==> src/rtl/booth_radix4.sv <==
// Radix-4 Booth sequential multiplier.
// One Booth digit is retired per clock; signed or unsigned operands are
// chosen per operation and held for the whole operation.
//
// state | meaning
// ------+--------------------------------------------------------------
// IDLE  | waiting for operands, in_ready high
// CALC  | retiring one radix-4 digit per cycle until the counter is empty
// DONE  | product presented with out_valid, held until out_ready
module booth_radix4 #(
   parameter int WIDTH  = 8,
   parameter int N_ITER = WIDTH / 2 + 1
) (
   input  logic                 clk,
   input  logic                 rst,
   input  logic                 in_valid,
   output logic                 in_ready,
   input  logic [WIDTH-1:0]     multiplicand,
   input  logic [WIDTH-1:0]     multiplier,
   input  logic                 is_signed,
   output logic                 out_valid,
   input  logic                 out_ready,
   output logic [2*WIDTH-1:0]   product,
   output logic                 busy
);

   // Operands are widened by two bits so that unsigned values keep a zero
   // sign bit and the last Booth digit sees a proper sign; the adder gets one
   // more bit on top so that 2M plus the running sum can never overflow.
   localparam int EW = WIDTH + 2;
   localparam int AW = WIDTH + 3;
   localparam int CW = $clog2(N_ITER + 1);

   if ((WIDTH % 2) != 0 || WIDTH < 4) begin : g_bad_width
      $error("booth_radix4: WIDTH must be even and at least 4");
   end
   if (N_ITER != WIDTH / 2 + 1) begin : g_bad_iter
      $error("booth_radix4: N_ITER is derived from WIDTH and must not be overridden");
   end

   typedef enum logic [1:0] {
      S_IDLE = 2'd0,
      S_CALC = 2'd1,
      S_DONE = 2'd2
   } state_t;

   state_t               state;
   logic [EW-1:0]        m_reg;
   logic [AW-1:0]        acc;
   logic [EW-1:0]        q_reg;
   logic                 q_m1;
   logic [CW-1:0]        cnt;
   logic [2*WIDTH-1:0]   product_reg;

   logic [AW-1:0]        m_1x;
   logic [AW-1:0]        m_2x;
   logic [AW-1:0]        sel;
   logic                 neg;
   logic [AW-1:0]        addend;
   logic [AW-1:0]        sum;
   logic                 ext_m;
   logic                 ext_q;

   assign ext_m = is_signed & multiplicand[WIDTH-1];
   assign ext_q = is_signed & multiplier[WIDTH-1];

   // Booth digit decode and the single shared adder; subtraction reuses the
   // adder through an inverted addend and a carry-in of one.
   always_comb begin
      m_1x = {m_reg[EW-1], m_reg};
      m_2x = {m_reg, 1'b0};
      sel  = '0;
      neg  = 1'b0;
      unique case ({q_reg[1:0], q_m1})
         3'b001, 3'b010: sel = m_1x;
         3'b011:         sel = m_2x;
         3'b100: begin
            sel = m_2x;
            neg = 1'b1;
         end
         3'b101, 3'b110: begin
            sel = m_1x;
            neg = 1'b1;
         end
         default: sel = '0;
      endcase
      addend = neg ? ~sel : sel;
      sum    = acc + addend + {{(AW-1){1'b0}}, neg};
   end

   // Control FSM together with the accumulator:Q shift register.
   always_ff @(posedge clk or posedge rst) begin
      if (rst) begin
         state       <= S_IDLE;
         m_reg       <= '0;
         acc         <= '0;
         q_reg       <= '0;
         q_m1        <= 1'b0;
         cnt         <= '0;
         product_reg <= '0;
      end else begin
         unique case (state)
            S_IDLE: begin
               if (in_valid) begin
                  m_reg <= {{2{ext_m}}, multiplicand};
                  q_reg <= {{2{ext_q}}, multiplier};
                  acc   <= '0;
                  q_m1  <= 1'b0;
                  cnt   <= CW'(N_ITER);
                  state <= S_CALC;
               end
            end
            S_CALC: begin
               if (cnt != '0) begin
                  acc   <= {{2{sum[AW-1]}}, sum[AW-1:2]};
                  q_reg <= {sum[1:0], q_reg[EW-1:2]};
                  q_m1  <= q_reg[1];
                  cnt   <= cnt - 1'b1;
               end else begin
                  // Low 2*WIDTH bits of acc:Q; Q supplies WIDTH+2 of them.
                  product_reg <= {acc[WIDTH-3:0], q_reg};
                  state       <= S_DONE;
               end
            end
            S_DONE: begin
               if (out_ready) begin
                  state <= S_IDLE;
               end
            end
            default: state <= S_IDLE;
         endcase
      end
   end

   // in_ready is held low for as long as reset is applied.
   assign in_ready  = (state == S_IDLE) && !rst;
   assign out_valid = (state == S_DONE);
   assign busy      = (state != S_IDLE);
   assign product   = product_reg;

endmodule

==> config.mk <==
export PLATFORM = sky130hd
export DESIGN_NAME = booth_radix4
export DESIGN_NICKNAME = d
export VERILOG_FILES = /design/src/rtl/booth_radix4.sv
export SDC_FILE = /design/constraint.sdc
export NUM_CORES = 1
export LEC_CHECK = 0
export ABC_AREA = 1
export BUFFER_PORTS_ARGS = -buffer_cell sky130_fd_sc_hd__buf_2
export CAP_MARGIN = 0
export CORE_MARGIN = 2
export CORE_UTILIZATION = 50
export DETAILED_ROUTE_END_ITERATION = 16
export GPL_TIMING_DRIVEN = 1
export HOLD_SLACK_MARGIN = 0.1
export PLACE_DENSITY = 0.73
export SLEW_MARGIN = 20
export SYNTH_ARGS = -nofsm -noshare
export SYNTH_HDL_FRONTEND = slang
export SYNTH_SLANG_ARGS = --single-unit
==> constraint.sdc <==
create_clock -name clk -period 2.9 [get_ports clk]
set_input_delay 0 -clock clk [delete_from_list [all_inputs] [get_ports clk]]
set_output_delay 0 -clock clk [all_outputs]
set_load 0.005 [all_outputs]
# Word level (Yosys, flattened, before mapping)
# Index checks and enable logic that the tools add are counted.
[totals]
out_inout_bits = 19
regBits = 52
[classes]
bitwise_logic = 4
add_sub_neg = 3
n_mux = 19
reduce_logical = 13
eq_ne = 12
[op_table]
columns = ["operator", "n"]
rows = [
  ["$pmux W11 S2", 2],
  ["$mux W11", 3],
  ["$mux W10", 2],
  ["$pmux W10 S2", 1],
  ["$add A11 B1 Y11", 1],
  ["$add A11 B11 Y11", 1],
  ["$not A11 Y11", 1],
  ["$eq A3 B3 Y1 const B", 3],
  ["$eq A3 B2 Y1 const B", 2],
  ["$mux W2", 3],
  ["$mux W3", 2],
  ["$ne A2 B2 Y1 const B", 3],
  ["$pmux W2 S3", 1],
  ["$pmux W3 S2", 1],
  ["$reduce_and A3 Y1", 2],
  ["$reduce_and A2 Y1", 2],
  ["$reduce_bool A2 Y1", 2],
  ["$reduce_or A4 Y1", 1],
  ["$eq A3 B1 Y1 const B", 1],
  ["$mux W1", 3],
  ["$reduce_bool A3 Y1", 1],
  ["$reduce_or A3 Y1", 1],
  ["$sub A3 B1 Y3 const B", 1],
  ["$and A1 B1 Y1", 2],
  ["other kinds (9)", 9],
]

# Logic depth before layout (Yosys ltp)
[logic_depth]
ltp_word = 9
mapped_depth = 16
depth_no_buf = 16

# Worst setup path before layout
# OpenSTA, ideal clock, no wires.
[synth_timing]
kind = "reg2reg"
from = "register q_reg[0]"
to = "register acc[9]"
setup_ns = 0.083
synth_period_minus_slack_ns = 2.434
n_path_buf = 0
arrival_ns = 2.351
path_slack_ns = 0.466
path_stages_with_launch = 17
path_cell_list = "dfrtp_1 inv_1 ha_1 nand2_1 a21boi_2 o22ai_1 xor2_1 fa_1 nand3_1 nand3_1 nand3_1 nand2_1 nand2_1 nand2_1 nand2_1 inv_1 o21ai_0"
[synth_via]
elab_chain_len = 9
[synth_rtl]
columns = ["item", "line", "text"]
rows = [
  ["start, declared", "50", "logic [EW-1:0] q_reg;"],
  ["start signal, assigned", "106", "q_reg <= {{2{ext_q}}, multiplier};"],
  ["start signal, assigned", "116", "q_reg <= {sum[1:0], q_reg[EW-1:2]};"],
  ["$eq A3 B3 Y1 (tied with other cells)", "74", "unique case ({q_reg[1:0], q_m1})"],
  ["$reduce_or A4 Y1 (no line) / $reduce_or A2 Y1 (equally long branches)", "n/a", ""],
  ["$pmux W11 S2", "74", ""],
  ["$not A11 Y11", "87", "addend = neg ? ~sel : sel;"],
  ["$mux W11", "87", ""],
  ["$add A11 B11 Y11", "88", "sum = acc + addend + {{(AW-1){1'b0}}, neg};"],
  ["$add A11 B1 Y11 *", "88", ""],
  ["$mux W11 *", "114", "if (cnt != '0) begin"],
  ["$pmux W11 S2 *", "102", "unique case (state)"],
  ["end signal, assigned", "115", "acc <= {{2{sum[AW-1]}}, sum[AW-1:2]};"],
  ["end, declared", "49", "logic [AW-1:0] acc;"],
]
# Every way passes the cells marked *; elsewhere a longest branch is shown, timed or not. The select of a mux whose other input is x is not followed.
# A chain may end at the register's enable or synchronous reset.

# Worst setup path after layout
# Same ends and word-level chain as after synthesis.

==> reports/qor.csv <==
stage,metric,value,unit
run_status,status,finished clean,
yosys,yosysTopAreaCellShare,0.4625,
timing,final_max_slew_viol_count,0,
place,io_buffer_count,39,
timing,worst_pin_slew,0.8620,ns
yosys,synth_ff_type,dfrtp_1,
worst_hold_path,hp-class,input pin to async pin,
timing,period_minus_slack,2.686,ns
clock_network,cts_tree,done,
global_route,first_global_vias,2312,
yosys,yosys-top-cells-area,"dfrtp_1 46%, nand2_1 10%, ha_1 6.9%",
drt,first_pass_iters,4,
yosys,synth_cell_types,34,
timing,timing.setup.tns,0,ns
layout,final_layout_size_suffix_gt1_frac,0.1547,
global_route,grt_max_degree,51,
timing,fin_crit_sh,0.9263,
layout,num_antenna_cells,0,
drt,via_count,2267,
yosys,syn_nets,355,
yosys,yosysMostFrequentCell,nand2_1,
clock_network,cts_buffer_depth,2,
global_route,grt_antenna_before_repair,0,
drt,wl_per_cell,12.98,um
critical_path,critical_path_arrival,2.91,ns
critical_path,path_class,register to register,
yosys,ys_ff_latch,50,
clock_network,cts_htree_levels,2,
timing,fin_worst_skew,0.009589,ns
layout,fin_util,0.6314,
yosys,synth_edf_count,0,
place,dp_hpwl,4032,um
critical_path,critPathLaunchType,register,
yosys,syn_avg_cell_area,8.507,um^2
layout,area_growth,20.72,%
floorplan,start_util,0.5230,
yosys,seq_area_frac_synth,0.4625,
clock_network,numCtsBuffers,5,
critical_path,worst_setup_path_end_kind,register,
timing,max_freq,372.2,MHz
yosys,async_flop_share,1.000,
layout,nFillCells,459,
timing,finalSetupViolations,0,
clock_network,clk_latency,0.30,ns
floorplan,die_h,77.56,um
global_route,overflow,0,
global_route,grt_util_all_layers,0.2084,
floorplan,core_region_area,5172,um^2
place,gp_congestion,0.9319,
yosys,post-synth-top-area-cell,dfrtp_1,
timing,grt_setup_unrepaired,false,
drt,via_per_inst,5.094,
flow_run,cap_violations,0,
critical_path,worstPathRequired,3.12,ns
yosys,synthCells,318,
drt,postRouteWirelength,5777,um
floorplan,die_area,6015,um^2
timing,finalHoldViolations,0,
drt,ant_nets,0,
global_route,grt_pass1_wl,10040,um
floorplan,num_io_pins,40,
yosys,yosysWarnings,0,
clock_network,cts_root_buffer,clkbuf_8,
timing,slew_headroom,0.4247,
yosys,synth.cell_area,2705,um^2
drt,drt_iter0_drc,111,
layout,nets,412,
layout,largest_reg_flops,16,
clock_network,path_clk_slew,0.09,ns
floorplan,fp-row-count,26,
critical_path,cp_max_fo,9,
yosys,synth_commonest_cells,"75 x nand2_1, 50 x dfrtp_1, 45 x inv_1",
floorplan,chipWidth,77.56,um
clock_network,clock-sinks,50,
drt,post-route-drc-count,0,
-- area by class of cell --
class                   instances  area, um^2  area share
repair buffers                 60       402.9      0.1234
multi-input cells             210        1226      0.3755
flip-flops and latches         50        1251      0.3831
clock inverters                 1       30.03    0.009195
inverters                      48       185.2     0.05671
well taps                      70       87.58     0.02682
clock buffers                   6       82.58     0.02529
-- worst paths after layout --
path / from / cells after the start / slack, ns / to
min in group clk: out_ready / 3 / 0.40 / state[1]
max in group asynchronous: rst / 3 / 1.98 / acc[5]
hold reg to reg: product[14] / 2 / 0.49 / product[14]
hold / removal: rst / 3 / 0.40 / state[1]
setup / recovery: q_reg[0] / 15 / 0.21 / acc[9]
setup reg to reg: q_reg[0] / 15 / 0.21 / acc[9]
-- cell families (layout without fill, tap and decap cells) --
logic type / after synthesis / in the layout / share of synthesized area
fa+ha+maj: 16 / 16 / 0.07678
buf+inv: 58 / 115 / 0.08880
compound gates: 75 / 75 / 0.1647
flops: 50 / 50 / 0.4625
xor+xnor: 11 / 11 / 0.03561
simple gates: 107 / 107 / 0.1674
mux: 1 / 1 / 0.004163
-- layer usage --
metal  GRT usage  up-vias  wire length [um]
met5           0        -                 0
met4     0.07500        0                89
met3     0.04302        8               186
met2      0.3713       39              2878
met1      0.2485     1061              2622
li1            -     1159                 -
-- through the flow --
| stage | hold slack (ns) | cells | setup slack, ns | cell area [um^2] |
|---|---|---|---|---|
| floorplan | 0.03110 | 318 | 0.4660 | 2705 |
| global placement | 0.1752 | 417 | 0.2938 | 2928 |
| detailed placement | 0.1772 | 417 | 0.1612 | 2928 |
| CTS | 0.4017 | 444 | 0.1424 | 3241 |
| global route | 0.3968 | 445 | 0.01415 | 3266 |
| finish | 0.4001 | 445 | 0.2136 | 3266 |
-- cell usage in the layout (no fill, tap or decap) --
cell           synthesis  layout
buf_4                  2       1
nand4_1                2       2
mux2_2                 1       1
dfrtp_1               50      50
buf_2                  6      39
o221ai_1               1       1
clkinvlp_4             0       1
inv_1                 45      44
nand3_2                1       2
o21ai_4                1       1
clkbuf_8               0       6
a21boi_4               0       1
a21oi_1                8       8
o21ai_1               12      12
nor2_4                 1       1
clkinv_2               0       1
o31ai_1                1       1
dlygate4sd3_1          0      20
xnor2_1                1       1
nand2_1               75      75
a22oi_1                1       1
o211ai_1               8       8
nand3_1               15      14
nor2_1                10      10
nand2_4                1       1
fa_1                   1       1
o22ai_1               15      15
inv_2                  2       2
bufinv_16              0       1
xor2_1                10      10
a21o_1                 1       1
o21ai_0               25      25
and2_1                 1       1
nand3b_1               1       1
ha_1                  15      15
o21a_1                 1       1
-- critical path: stages (launching register included) --
cell        delay, ns
dfrtp_1          0.38
inv_1            0.10
ha_1             0.37
clkinvlp_4       0.19
o22ai_1          0.26
xor2_1           0.15
fa_1             0.44
nand3_1          0.10
nand3_1          0.13
nand3_1          0.10
nand2_1          0.06
nand2_1          0.07
nand2_1          0.05
nand2_1          0.05
inv_1            0.03
o21ai_0          0.13
-- timing repair --
action                                  CTS  global route
hold buffers                             20             0
endpoints found under the setup margin    0             5
resized for setup                         0             3
endpoints found under the hold margin    71             0
setup buffers                             0             1
Power is not shown: default switching activity piles up to over one toggle a cycle in this logic, so the estimate is an artifact.
